**config.mk**
```make
export PLATFORM = sky130hd
export DESIGN_NAME = chunked_seq_adder
export DESIGN_NICKNAME = d
export VERILOG_FILES = /design/src/rtl/adder_pkg.sv /design/src/rtl/chunk_ripple_adder.sv /design/src/rtl/chunked_seq_adder.sv
export SDC_FILE = /design/constraint.sdc
export NUM_CORES = 1
export LEC_CHECK = 0
export CORE_ASPECT_RATIO = 1.2
export CORE_UTILIZATION = 45
export CTS_BUF_LIST = sky130_fd_sc_hd__clkbuf_2
export CTS_CLUSTER_SIZE = 12
export DETAILED_ROUTE_END_ITERATION = 8
export PLACE_DENSITY_LB_ADDON = 0.1
export REMOVE_ABC_BUFFERS = 1
export SETUP_SLACK_MARGIN = 0.1
export SYNTH_ARGS = -nofsm -noshare
export SYNTH_HDL_FRONTEND = slang
export SYNTH_SLANG_ARGS = --single-unit
export TNS_END_PERCENT = 100
```
**constraint.sdc**
```tcl
create_clock -name clk -period 4.3 [get_ports clk]
set_input_delay 0.86 -clock clk [delete_from_list [all_inputs] [get_ports clk]]
set_output_delay 0.86 -clock clk [all_outputs]
set_load 0.005 [all_outputs]
```
**src/rtl/adder_pkg.sv**
```systemverilog
// adder_pkg: shared state encoding, counter sizing and operation codes for the chunked adder
package adder_pkg;
  typedef enum logic {IDLE = 1'b0, RUN = 1'b1} state_e;
  localparam logic SUB_ADD = 1'b0;
  localparam logic SUB_SUB = 1'b1;
  function automatic int cnt_w(input int n);
    return (n > 1) ? $clog2(n) : 1;
  endfunction
endpackage

```
**src/rtl/chunk_ripple_adder.sv**
```systemverilog
// chunk_ripple_adder: combinational CHUNK-bit ripple of full-adder cells, exposing the MSB carry-in
module chunk_ripple_adder #(
  parameter int CHUNK = 8
) (
  input  logic [CHUNK-1:0] a,
  input  logic [CHUNK-1:0] b,
  input  logic             cin,
  output logic [CHUNK-1:0] s,
  output logic             cout,
  output logic             c_msb
);
  logic [CHUNK:0] c;
  assign c[0] = cin;
  for (genvar i = 0; i < CHUNK; i++) begin : g_bit
    assign s[i]   = a[i] ^ b[i] ^ c[i];
    assign c[i+1] = (a[i] & b[i]) | (c[i] & (a[i] ^ b[i]));
  end
  assign cout  = c[CHUNK];
  assign c_msb = c[CHUNK-1];
endmodule

```
**src/rtl/chunked_seq_adder.sv**
```systemverilog
// chunked_seq_adder: WIDTH-bit add/subtract computed CHUNK bits per cycle, LSB chunk first
module chunked_seq_adder
  import adder_pkg::*;
#(
  parameter int WIDTH = 32,
  parameter int CHUNK = 8
) (
  input  logic             clk,
  input  logic             rst_n,
  input  logic             start,
  input  logic             sub,
  input  logic [WIDTH-1:0] a,
  input  logic [WIDTH-1:0] b,
  input  logic             c_in,
  output logic             busy,
  output logic             done,
  output logic [WIDTH-1:0] sum,
  output logic             c_out,
  output logic             ovf
);
  localparam int NCHUNK = WIDTH / CHUNK;
  localparam int CW = cnt_w(NCHUNK);
  if (WIDTH % CHUNK != 0) begin : g_bad_chunk
    $error("chunked_seq_adder: WIDTH must be a multiple of CHUNK");
  end
  state_e state_q, state_d;
  logic [CW-1:0] cnt_q, cnt_d;
  logic [NCHUNK-1:0][CHUNK-1:0] a_q, a_d, b_q, b_d, sum_q, sum_d;
  logic carry_q, carry_d, sub_q, sub_d;
  logic busy_q, busy_d, done_q, done_d, c_out_q, c_out_d, ovf_q, ovf_d;
  logic [CHUNK-1:0] s_slice;
  logic co_slice, cm_slice, last;
  chunk_ripple_adder #(.CHUNK(CHUNK)) u_slice (
    .a    (a_q[cnt_q]),
    .b    (b_q[cnt_q]),
    .cin  (carry_q),
    .s    (s_slice),
    .cout (co_slice),
    .c_msb(cm_slice)
  );
  assign last  = cnt_q == CW'(NCHUNK - 1);
  assign busy  = busy_q;
  assign done  = done_q;
  assign sum   = sum_q;
  assign c_out = c_out_q;
  assign ovf   = ovf_q;
  // next-state: capture operands (b pre-inverted for subtract) in IDLE, write one slice per RUN cycle
  always_comb begin
    state_d = state_q;
    cnt_d   = cnt_q;
    a_d     = a_q;
    b_d     = b_q;
    sum_d   = sum_q;
    carry_d = carry_q;
    sub_d   = sub_q;
    busy_d  = busy_q;
    done_d  = 1'b0;
    c_out_d = c_out_q;
    ovf_d   = ovf_q;
    if (state_q == IDLE) begin
      if (start) begin
        a_d     = a;
        b_d     = (sub == SUB_SUB) ? ~b : b;
        carry_d = c_in ^ sub;
        sub_d   = sub;
        cnt_d   = '0;
        state_d = RUN;
        busy_d  = 1'b1;
      end
    end else begin
      sum_d[cnt_q] = s_slice;
      carry_d      = co_slice;
      cnt_d        = last ? '0 : cnt_q + 1'b1;
      if (last) begin
        state_d = IDLE;
        busy_d  = 1'b0;
        done_d  = 1'b1;
        c_out_d = co_slice ^ sub_q;
        ovf_d   = cm_slice ^ co_slice;
      end
    end
  end
  // state and output registers; reset discards any operation in flight
  always_ff @(posedge clk or negedge rst_n) begin
    if (!rst_n) begin
      state_q <= IDLE;
      cnt_q   <= '0;
      a_q     <= '0;
      b_q     <= '0;
      sum_q   <= '0;
      carry_q <= 1'b0;
      sub_q   <= 1'b0;
      busy_q  <= 1'b0;
      done_q  <= 1'b0;
      c_out_q <= 1'b0;
      ovf_q   <= 1'b0;
    end else begin
      state_q <= state_d;
      cnt_q   <= cnt_d;
      a_q     <= a_d;
      b_q     <= b_d;
      sum_q   <= sum_d;
      carry_q <= carry_d;
      sub_q   <= sub_d;
      busy_q  <= busy_d;
      done_q  <= done_d;
      c_out_q <= c_out_d;
      ovf_q   <= ovf_d;
    end
  end
endmodule
```
-- After elaboration in Yosys (flattened, before gate mapping)
Index checks and enable logic that the tools add are counted.
- register bits: 105
- input port bits: 69
- output and inout bits: 36
- word-level logic and storage cells: 96
- $add $sub $neg: 1
- order comparisons: 2
- equality and inequality tests: 2
- multiplexer cells: 21
- bitwise operators: 45
- reductions and logical operators: 5
- operators by type and width (kind ; number):
    8-bit binary-select mux with 2-bit select ; 2
    32-bit bitwise mux ; 1
    32-bit 2-to-1 mux ; 1
    32-bit inverter ; 1
    8-bit 2-to-1 mux ; 3
    1-bit XOR ; 19
    1-bit bitwise AND ; 16
    8-bit demux with 2-bit select ; 1
    1-bit 2-to-1 mux ; 10
    1-bit bitwise OR ; 8
    2-bit 2-to-1 mux ; 3
    2-bit AND reduction ; 3
    2-bit by 3-bit < comparator with 1-bit output (second input constant) ; 1
    2-bit by 1-bit adder with 2-bit output (second input constant) ; 1
    2-bit equality test (second input constant) ; 1
    2-bit by 1-bit >= comparator with 1-bit output (second input constant) ; 1
    2-bit by 1-bit != test with 1-bit output (second input constant) ; 1
    2-bit nonzero test ; 1
    1-bit logical AND ; 1
    1-bit inverter ; 1

-- Depth between registers and ports, before layout
Gate-level depths: netlist of run 1.
- word-level depth: 20
- gate-level depth with buffers: 15
- mapped depth without buffers: 14

-- Modules after synthesis
Synthesis of run 1 repeated with hierarchy kept, for this count alone.
- cell total of the unflattened synthesis: 315
- area total of the unflattened synthesis: 5074.9 um^2
- modules (own cells, without submodules) (module ; instances ; cells each ; area each (um^2) ; sequential area each (um^2)):
    chunked_seq_adder ; 1 ; 297 ; 4877.2 ; 2627.5
    chunk_ripple_adder ; 1 ; 18 ; 197.7 ; 0.0

-- Worst setup path after synthesis of run 1
Ideal clock, no wire load.
- path kind: register to register
- start: reg cnt_q[0]
- end: reg c_out_q (netlist: c_out)
- setup time: 0.125 ns
- arrival time: 4.270 ns
- data required time: 4.175 ns
- path slack: -0.095 ns
- cell stages (with the launch flop): 16
- path buffers: 1
- clock period less this slack: 4.395 ns
- cell sequence: dfrtp_1 > buf_6 > mux4_1 > fa_1 > fa_1 > fa_1 > fa_1 > fa_1 > inv_1 > fa_1 > inv_1 > fa_1 > inv_1 > fa_1 > xnor2_1 > mux2_2
- word-level cells in the longest chain between the ends: 20
- elaborated cells between the ends (all ways): 39
- those cells by class: 1 x eq/ne; 4 x mux; 33 x bitwise; 1 x reduce/logical
- ends and longest elaborated chain (element ; RTL line ; RTL):
    start: declaration ; chunked_seq_adder.sv:27 ; logic [CW-1:0] cnt_q, cnt_d;
    start signal: assignment ; chunked_seq_adder.sv:99 ; cnt_q <= cnt_d;
    8-bit binary-select mux with 2-bit select, on equally long branches ; chunked_seq_adder.sv:34, chunked_seq_adder.sv:35 ;
    8-bit 2-to-1 mux, on equally long branches ; chunked_seq_adder.sv:34, chunked_seq_adder.sv:35 ;
    1-bit XOR ; chunk_ripple_adder.sv:16 ; assign c[i+1] = (a[i] & b[i]) | (c[i] & (a[i] ^ b[i]));
    1-bit bitwise AND ; chunk_ripple_adder.sv:16 ;
    1-bit bitwise OR ; chunk_ripple_adder.sv:16 ;
    1-bit bitwise AND ; chunk_ripple_adder.sv:16 ;
    1-bit bitwise OR ; chunk_ripple_adder.sv:16 ;
    1-bit bitwise AND ; chunk_ripple_adder.sv:16 ;
    [4 not listed] ; - ;
    1-bit bitwise OR ; chunk_ripple_adder.sv:16 ;
    1-bit bitwise AND ; chunk_ripple_adder.sv:16 ;
    1-bit bitwise OR ; chunk_ripple_adder.sv:16 ;
    1-bit bitwise AND ; chunk_ripple_adder.sv:16 ;
    1-bit bitwise OR ; chunk_ripple_adder.sv:16 ;
    1-bit bitwise AND ; chunk_ripple_adder.sv:16 ;
    1-bit bitwise OR ; chunk_ripple_adder.sv:16 ;
    1-bit XOR ; chunked_seq_adder.sv:78 ; c_out_d = co_slice ^ sub_q;
    end signal: assignment ; chunked_seq_adder.sv:107 ; c_out_q <= c_out_d;
    end: declaration ; chunked_seq_adder.sv:30 ; logic busy_q, busy_d, done_q, done_d, c_out_q, c_out_d, ovf_q, ovf_d;
Several ways; a longest one is shown, not always the timed one. The select of a mux whose other input is x is not followed.
A chain may end at the register's enable or synchronous reset.

-- Worst setup path after layout of run 1
Ends and elaborated chain as after synthesis.

==> results of run 1 <==
-- what timing repair did --
item,CTS,global route
endpoints found under the setup margin,11,7
setup buffers,2,0
pin swaps,3,4
resized for setup,15,4
cloned,0,0
-- cell families (layout without fill, tap and decap cells) --
family | after synthesis | count (layout) | share of synthesized area (%)
XOR/XNOR | 35 | 35 | 6.15
AND/OR/NAND/NOR | 12 | 12 | 1.56
buffers and inverters | 36 | 148 | 4.39
flip-flops | 105 | 105 | 52.7
multiplexers | 115 | 115 | 30.4
adder cells (fa/ha/maj) | 12 | 12 | 4.21
AO/OA/AOI/OAI | 4 | 4 | 0.577
-- metrics by stage --
| step | worst slack (ns) | power [mW] | std cells | TNS (ns) | hold slack (ns) |
|---|---|---|---|---|---|
| floorplan | -0.433 | 3.42 | 302 | -3.50 | 0.449 |
| global route | -0.00129 | 5.66 | 560 | -0.00129 | 0.492 |
| CTS | 0.0885 | 5.25 | 560 | 0 | 0.486 |
| finish | 0.135 | 5.23 | 560 | 0 | 0.476 |
| detailed placement | -0.255 | 4.47 | 542 | -1.51 | 0.466 |
| global placement | -0.132 | 4.35 | 542 | -0.764 | 0.461 |
-- worst max-delay path by stage --
stage | from | to | slack [ns] | cells past startpoint
6_report | cnt_q[0] | c_out | 0.13 | 14
3_3_place_gp | cnt_q[0] | c_out | -0.13 | 14
4_1_cts | cnt_q[0] | sum[15] | 0.09 | 13
3_5_place_dp | cnt_q[0] | c_out | -0.25 | 14
2_1_floorplan | cnt_q[0] | c_out | -0.43 | 14
5_1_grt | cnt_q[0] | sum[15] | -0.001 | 13
-- worst max-delay path: stages (launching register included) --
cell and delay, ns:
dfrtp_2 0.48, mux4_2 0.54, fa_2 0.38, fa_2 0.34, fa_2 0.34, fa_2 0.36, fa_2 0.35, inv_2 0.06
fa_2 0.19, inv_2 0.04, fa_2 0.34, inv_2 0.06, fa_2 0.26, xnor2_2 0.07, mux2_4 0.26
-- where the power goes --
group	internal, mW	total [mW]	switching (mW)
sequential	1.51	1.78	0.271
clock	0.309	0.624	0.315
combinational	1.68	2.83	1.15
total	3.49	5.23	1.74
-- flip-flops by register name (all words and copies together), names as in the netlist --
register and flops:
sum 32, ovf 1, done 1, busy 1, carry_q 1, c_out 1, cnt_q 2, state_q 1
a_q 32, b_q 32, sub_q 1
-- per-layer routing --
layer | GRT usage (%) | up-vias | part of all wire, %
li1 | - | 1324 | -
met4 | 5.40 | 0 | 1.2
met3 | 3.58 | 9 | 4.3
met5 | 0 | - | 0
met2 | 29.7 | 76 | 51
met1 | 23.5 | 1460 | 44
-- layout by cell type (no fill, tap or decap), drive strengths merged --
| master | Yosys | routed |
|---|---|---|
| dfrtp | 105 | 105 |
| mux2 | 91 | 91 |
| clkbuf | 0 | 10 |
| xnor2 | 2 | 2 |
| or2b | 1 | 1 |
| mux4 | 16 | 16 |
| clkinv | 0 | 2 |
| ha | 4 | 4 |
| buf | 17 | 11 |
| a211o | 1 | 1 |
| inv | 19 | 19 |
| nor3b | 1 | 1 |
| nand2b | 2 | 2 |
| nand2 | 5 | 5 |
| clkdlybuf4s50 | 0 | 102 |
| xor2 | 33 | 33 |
| o22ai | 2 | 2 |
| nor2b | 2 | 2 |
| fa | 8 | 8 |
| o31ai | 1 | 1 |
| bufinv | 0 | 4 |
| nor2 | 1 | 1 |
| mux2i | 8 | 8 |
-- layout make-up --
type                    count  area, sq um  share of cell area (%)
clock buffers              10         50.0                   0.791
clock inverters             6          130                    2.06
inverters                  19         71.3                    1.13
multi-input cells         178         2170                    34.3
flip-flops and latches    105         2630                    41.5
well taps                 129          161                    2.55
repair buffers            113         1110                    17.6
==> impl_metrics.toml, run 1 <==
[global_routing]
grt_pass1_wl_microns = 15900
track_usage_pct = 17.8
antenna_found_initial = 0
grt_max_degree = 91
grt_pass1_vias = 3153
globalRouteOverflowTotal = 0

[clock_network]
cts_tree = "yes"
cts_buffer_depth = 2
root_buffer = "clkbuf_2"
cts-hold-fix-buffers = 0
cts.sinks = 105
cts_buffers = 9
clk_pin_slew_ns = 0.26
clk_latency_ns = 0.56
cts_max_level = 3

[logic_synthesis]
syn_inst = 319
synthArstFlopShare_pct = 100
synth-seq-cells = 105
synth_largest_area_cell = "dfrtp_1"
synth_cell_types = 26
ys_warn_count = 0
synth.area.top_cells = "dfrtp_1 (53%), mux2_2 (14%), mux4_1 (7.4%), mux2_1 (6.3%), xor2_1 (5.8%)"
synth_area_per_cell_sq_um = 15.6
synth_common_cells = "dfrtp_1 (105), mux2_2 (63), xor2_1 (33)"
synth.most_common_cell = "dfrtp_1"
synth_edf_count = 0
synth_top_area_share_pct = 52.7
synthesis.area_sq_um = 4990
synth-main-ff-cell = "dfrtp_1"
yosysSeqAreaShare_pct = 52.7

[layout]
nNetsFinal = 507
final_cell_area_sq_um = 6330
n_antenna_cell = 0
final_util_pct = 59.3
layout-drive-gt1-share_pct = 26.2
nFillCells = 889
synthToLayoutAreaGrowth_pct = 26.9

[detailed_routing]
wire_per_inst_microns = 16.5
vias = 2869
drc = 9
wirelength_microns = 9260
viasPerCell = 5.12
ant_nets = 0
firstDrtPassIters = 6
drt_iter0_markers = 55

[worst_setup_path]
path_class = "flip-flop to flip-flop"
required_ns = 4.75
reg2reg_slack_ns = 0.13
cp_data_arrival_time_ns = 4.62
crit-reg2reg-launch = "cnt_q[0]"
startpoint_type = "flip-flop"
critical_path.endpoint_type = "flip-flop"
rr_endpoint = "c_out"
critPathMaxFanout = 4
r2r_cells = 14

[timing]
max_slew_margin_pct = 25.6
grt_setup_unrepaired = "true"
maxSlewViolCount = 0
hold_viol = 0
setup_viol = 0
period_needed_ns = 4.17
worst_pin_slew_ns = 1.12
skew_ns = 0.0312
min_period_over_period_pct = 96.9
max_freq_mhz = 240

[place]
placed_area_sq_um = 6100
place_hpwl_microns = 6550
io_buffers = 104
place_congestion = 0.678

[power]
powerDensity_nw_per_um2 = 827
leakage_nw = 2.76
vdd_drop_max_v = 0.000388

[run]
cap_violations = 0

[min_path]
min_path_type = "input pin to async pin"

[run_status]
violations = "DRC"
status = "finished, violations left"

[die]
fp.coreArea_sq_um = 10700
start_util_pct = 46.7
fp-row-count = 41
die_x_microns = 98.1
die_area_sq_um = 11500
boundaryPins = 105
die_h_microns = 117
(Power assumes the default switching activity.)
==> run 2: changes to the inputs <==
--- a/config.mk
+++ b/config.mk
@@ -11,8 +11,10 @@
 export CTS_CLUSTER_SIZE = 12
 export DETAILED_ROUTE_END_ITERATION = 8
 export PLACE_DENSITY_LB_ADDON = 0.1
+export RECOVER_POWER = 100
 export REMOVE_ABC_BUFFERS = 1
 export SETUP_SLACK_MARGIN = 0.1
+export SKIP_CTS_REPAIR_TIMING = 1
 export SYNTH_ARGS = -nofsm -noshare
 export SYNTH_HDL_FRONTEND = slang
 export SYNTH_SLANG_ARGS = --single-unit
==> impl_metrics.toml, run 2 (synthesized netlist as in run 1, its figures left out) <==
[run_status]
status = "finished, violations left"
violations = "DRC, capacitance limit, slew limit"

[layout]
nFillCells = 886
final_common_cell = "dfrtp_1"
nNetsFinal = 507
n_antenna_cell = 0
synthToLayoutAreaGrowth_pct = 26.5
layout-drive-gt1-share_pct = 25.8
instances_no_fill = 560
layout_common_cells = "dfrtp_1 (104), clkdlybuf4s50_1 (102), mux2_2 (62)"
final_util_pct = 59.1

[clock_network]
cts_buffers = 9
clk_pin_slew_ns = 0.25
clk_latency_ns = 0.57
cts.sinks = 105
cts_max_level = 3
cts_buffer_depth = 2
cts_tree = "yes"
root_buffer = "clkbuf_2"

[power]
vdd_drop_max_v = 0.000402
powerDensity_nw_per_um2 = 825
leakage_nw = 2.74

[detailed_routing]
firstDrtPassIters = 6
vias = 2868
drt_iter0_markers = 50
drc = 9
ant_nets = 0
wire_per_inst_microns = 16.5
wirelength_microns = 9240
viasPerCell = 5.12

[global_routing]
globalRouteOverflowTotal = 0
antenna_found_initial = 0
grt_pass1_wl_microns = 15800
grt_pass1_vias = 3135
track_usage_pct = 17.7
grt_max_degree = 91

[worst_setup_path]
cp_data_arrival_time_ns = 4.67
reg2reg_slack_ns = 0.12
startpoint_type = "flip-flop"
critical_path.endpoint_type = "flip-flop"
path_class = "flip-flop to flip-flop"
critPathMaxFanout = 4
critPathLaunch = "cnt_q[0]"
crit-reg2reg-launch = "cnt_q[0]"
required_ns = 4.79

[die]
die_h_microns = 117
die_area_sq_um = 11500
die_x_microns = 98.1
fp.coreArea_sq_um = 10700
start_util_pct = 46.7
fp-row-count = 41
boundaryPins = 105

[timing]
max_freq_mhz = 239
grt_setup_unrepaired = "true"
worst_pin_slew_ns = 2.21
period_needed_ns = 4.18
min_period_over_period_pct = 97.1
hold_viol = 0
skew_ns = 0.0264
max_slew_margin_pct = -47.4
maxSlewViolCount = 91
tns_ns = 0
setup_viol = 0

[place]
place_congestion = 0.678
place_hpwl_microns = 6550
io_buffers = 104
dp.cells = 542

[run]
cap_violations = 1

[min_path]
worstHoldStart = "a_q[22]"
min_path_type = "flip-flop to flip-flop"
[run 2: worst paths after layout]
check / end / cells past startpoint
setup reg to reg: sum[15] / 13
setup / recovery: sum[15] / 13
max in group asynchronous: b_q[8] / 2
min in group asynchronous: sum[22] / 1
hold reg to reg: a_q[22] / 1
hold / removal: a_q[22] / 1
[run 2: where the power goes]
group / leakage [nW] / internal, mW / switching [mW]
Sequential: 1.23 / 1.51 / 0.271
Clock: 0.106 / 0.309 / 0.318
Combinational: 1.40 / 1.65 / 1.15
Total: 2.74 / 3.47 / 1.74
[run 2: worst max-delay path, cell delays in order (launching register included)]
cell,delay [ns]
dfrtp_2,0.47
mux4_2,0.54
fa_2,0.38
fa_2,0.34
fa_2,0.35
fa_2,0.38
fa_2,0.35
inv_2,0.06
fa_2,0.19
inv_2,0.04
fa_2,0.34
inv_2,0.07
fa_2,0.46
mux2i_1,0.15
[run 2: cell type report]
class,count,area [sq um],area share [%]
clock buffers,10,50.0,0.793
clock inverters,6,130,2.06
inverters,19,71.3,1.13
multi-input cells,178,2160,34.2
flip-flops and latches,105,2630,41.7
well taps,129,161,2.56
repair buffers,113,1110,17.5
[run 2: through the flow]
stage                     total power, mW  worst slack, ns  area (sq um)  hold WS, ns
final                                5.21            0.124          6310        0.516
after global routing                 5.62          -0.0345          6310        0.548
after CTS                            5.09           -0.325          6280        0.486
after detailed placement             4.47           -0.255          6100        0.466
after global placement               4.35           -0.132          6100        0.461
after floorplan                      3.42           -0.433          4840        0.449
[run 2: metal layers]
metal	vias up	GRT usage [%]	share of wire [%]	wire length, microns
li1	1320	-	-	-
met3	12	3.58	3.6	337
met4	0	5.40	1.3	123
met1	1467	23.2	45	4120
met5	-	0	0	0
met2	69	29.6	50	4670
==> run 3: changes to the inputs <==
--- a/config.mk
+++ b/config.mk
@@ -5,7 +5,7 @@
 export SDC_FILE = /design/constraint.sdc
 export NUM_CORES = 1
 export LEC_CHECK = 0
-export CORE_ASPECT_RATIO = 1.2
+export CORE_ASPECT_RATIO = 0.8
 export CORE_UTILIZATION = 45
 export CTS_BUF_LIST = sky130_fd_sc_hd__clkbuf_2
 export CTS_CLUSTER_SIZE = 12
==> impl_metrics.toml, run 3 (synthesized netlist as in run 1, its figures left out) <==
[clock_network]
cts_tree = "yes"
cts_max_level = 3
cts_buffers = 9
cts_buffer_depth = 2
cts.sinks = 105
clk_latency_ns = 0.58
root_buffer = "clkbuf_2"
clk_pin_slew_ns = 0.26

[place]
pre_cts_slack_ns = -0.273
io_buffers = 104
place_congestion = 0.724
placed_area_sq_um = 6110
place_hpwl_microns = 7170

[layout]
regArea_sq_um = 2630
final_cell_area_sq_um = 6250
n_antenna_cell = 0
nFillCells = 888
layout-drive-gt1-share_pct = 23.8
layout_common_cells = "dfrtp_1 (104), clkdlybuf4s50_1 (65), mux2_2 (63)"
synthToLayoutAreaGrowth_pct = 25.4
multi_input_area_sq_um = 2150
final_common_cell = "dfrtp_1"
nNetsFinal = 506

[worst_setup_path]
required_ns = 4.81
startpoint_type = "flip-flop"
r2r_cells = 14
critPathLaunch = "cnt_q[0]"
crit-reg2reg-launch = "cnt_q[0]"
path_class = "flip-flop to flip-flop"
cp_data_arrival_time_ns = 4.66
critical_path.endpoint_type = "flip-flop"
critPathMaxFanout = 3

[min_path]
min_path_type = "input pin to async pin"

[timing]
maxSlewViolCount = 84
skew_ns = 0.0205
tns_ns = 0
grt_setup_unrepaired = "true"
max_slew_margin_pct = -58.5
period_needed_ns = 4.16
hold_ws_ns = 0.498
max_freq_mhz = 241
setup_viol = 0
worst_slack_ns = 0.143
worst_pin_slew_ns = 2.38
min_period_over_period_pct = 96.7
hold_viol = 0

[die]
die_area_sq_um = 11500
start_util_pct = 47.4
fp.coreArea_sq_um = 10500
boundaryPins = 105
die_x_microns = 120
fp-row-count = 33
die_h_microns = 96.2

[global_routing]
gr-usage-met3_pct = 5.39
grt-busiest-layer = "met2"
use_met1_pct = 25.2
grtUsageMet2_pct = 29.2
grt_pass1_vias = 3004
antenna_found_initial = 0
globalRouteOverflowTotal = 0
grt_max_degree = 56
track_usage_pct = 18.4
grt_pass1_wl_microns = 15800

[run_status]
violations = "capacitance limit, slew limit"
status = "finished, violations left"

[power]
vdd_drop_max_v = 0.000370
leakage_nw = 2.72
powerDensity_nw_per_um2 = 808

[detailed_routing]
ant_nets = 0
drt_iter0_markers = 112
wirelength_microns = 9740
wire_per_inst_microns = 17.1
drc = 0
firstDrtPassIters = 4
viasPerCell = 5.01
vias = 2851

[run]
cap_violations = 2
==> run 3: changes by cell type in the layout (fill, tap and decap cells not counted), moves of 2 or more <==
cell / change
buf_4: -2
nand2_2: -3
dlygate4sd3_1: +37
clkdlybuf4s50_1: -37
clkbuf_1: +2
nand2_1: +3
==> run 3: through the flow <==
step	util, %	power, mW	std cells
detailed placement	58.1	4.49	553
floorplan	-	3.42	302
finish	59.4	5.05	569
global placement	58.1	4.36	553
CTS	59.5	5.05	568
global route	59.4	5.41	569
==> run 3: worst paths after layout <==
check	to	slack, ns
setup / recovery	ovf	0.14
hold / removal	a_q[6]	0.50
setup reg to reg	ovf	0.14
hold reg to reg	a_q[12]	0.52
max in group asynchronous	cnt_q[0]	0.81
min in group clk	a_q[12]	0.52
==> run 3: report_power, final <==
part	internal (mW)	leakage [nW]	switching, mW	total, mW
clock	0.245	0.0878	0.316	0.561
sequential	1.51	1.23	0.275	1.78
combinational	1.54	1.40	1.17	2.71
==> run 3: area by class of cell <==
| class | instances | area share (%) |
|---|---|---|
| clock buffers | 9 | 0.720 |
| repair buffers | 112 | 17.3 |
| inverters | 19 | 1.14 |
| flip-flops and latches | 105 | 42.0 |
| well taps | 140 | 2.80 |
| clock inverters | 6 | 1.72 |
| multi-input cells | 178 | 34.3 |
==> run 3: per-layer routing <==
metal	vias up	wire [microns]
met5	-	0
met3	8	420
met4	0	80
met1	1448	4730
met2	70	4510
li1	1325	-
==> run 3: worst max-delay path, cell delays in order (launching register included) <==
cell and delay, ns:
dfrtp_2 0.47, mux4_2 0.54, fa_2 0.38, fa_2 0.35, fa_2 0.35, fa_2 0.35, fa_2 0.34, inv_2 0.06
fa_2 0.20, inv_2 0.04, fa_2 0.35, inv_2 0.08, fa_2 0.25, xnor2_1 0.08, mux2_2 0.25
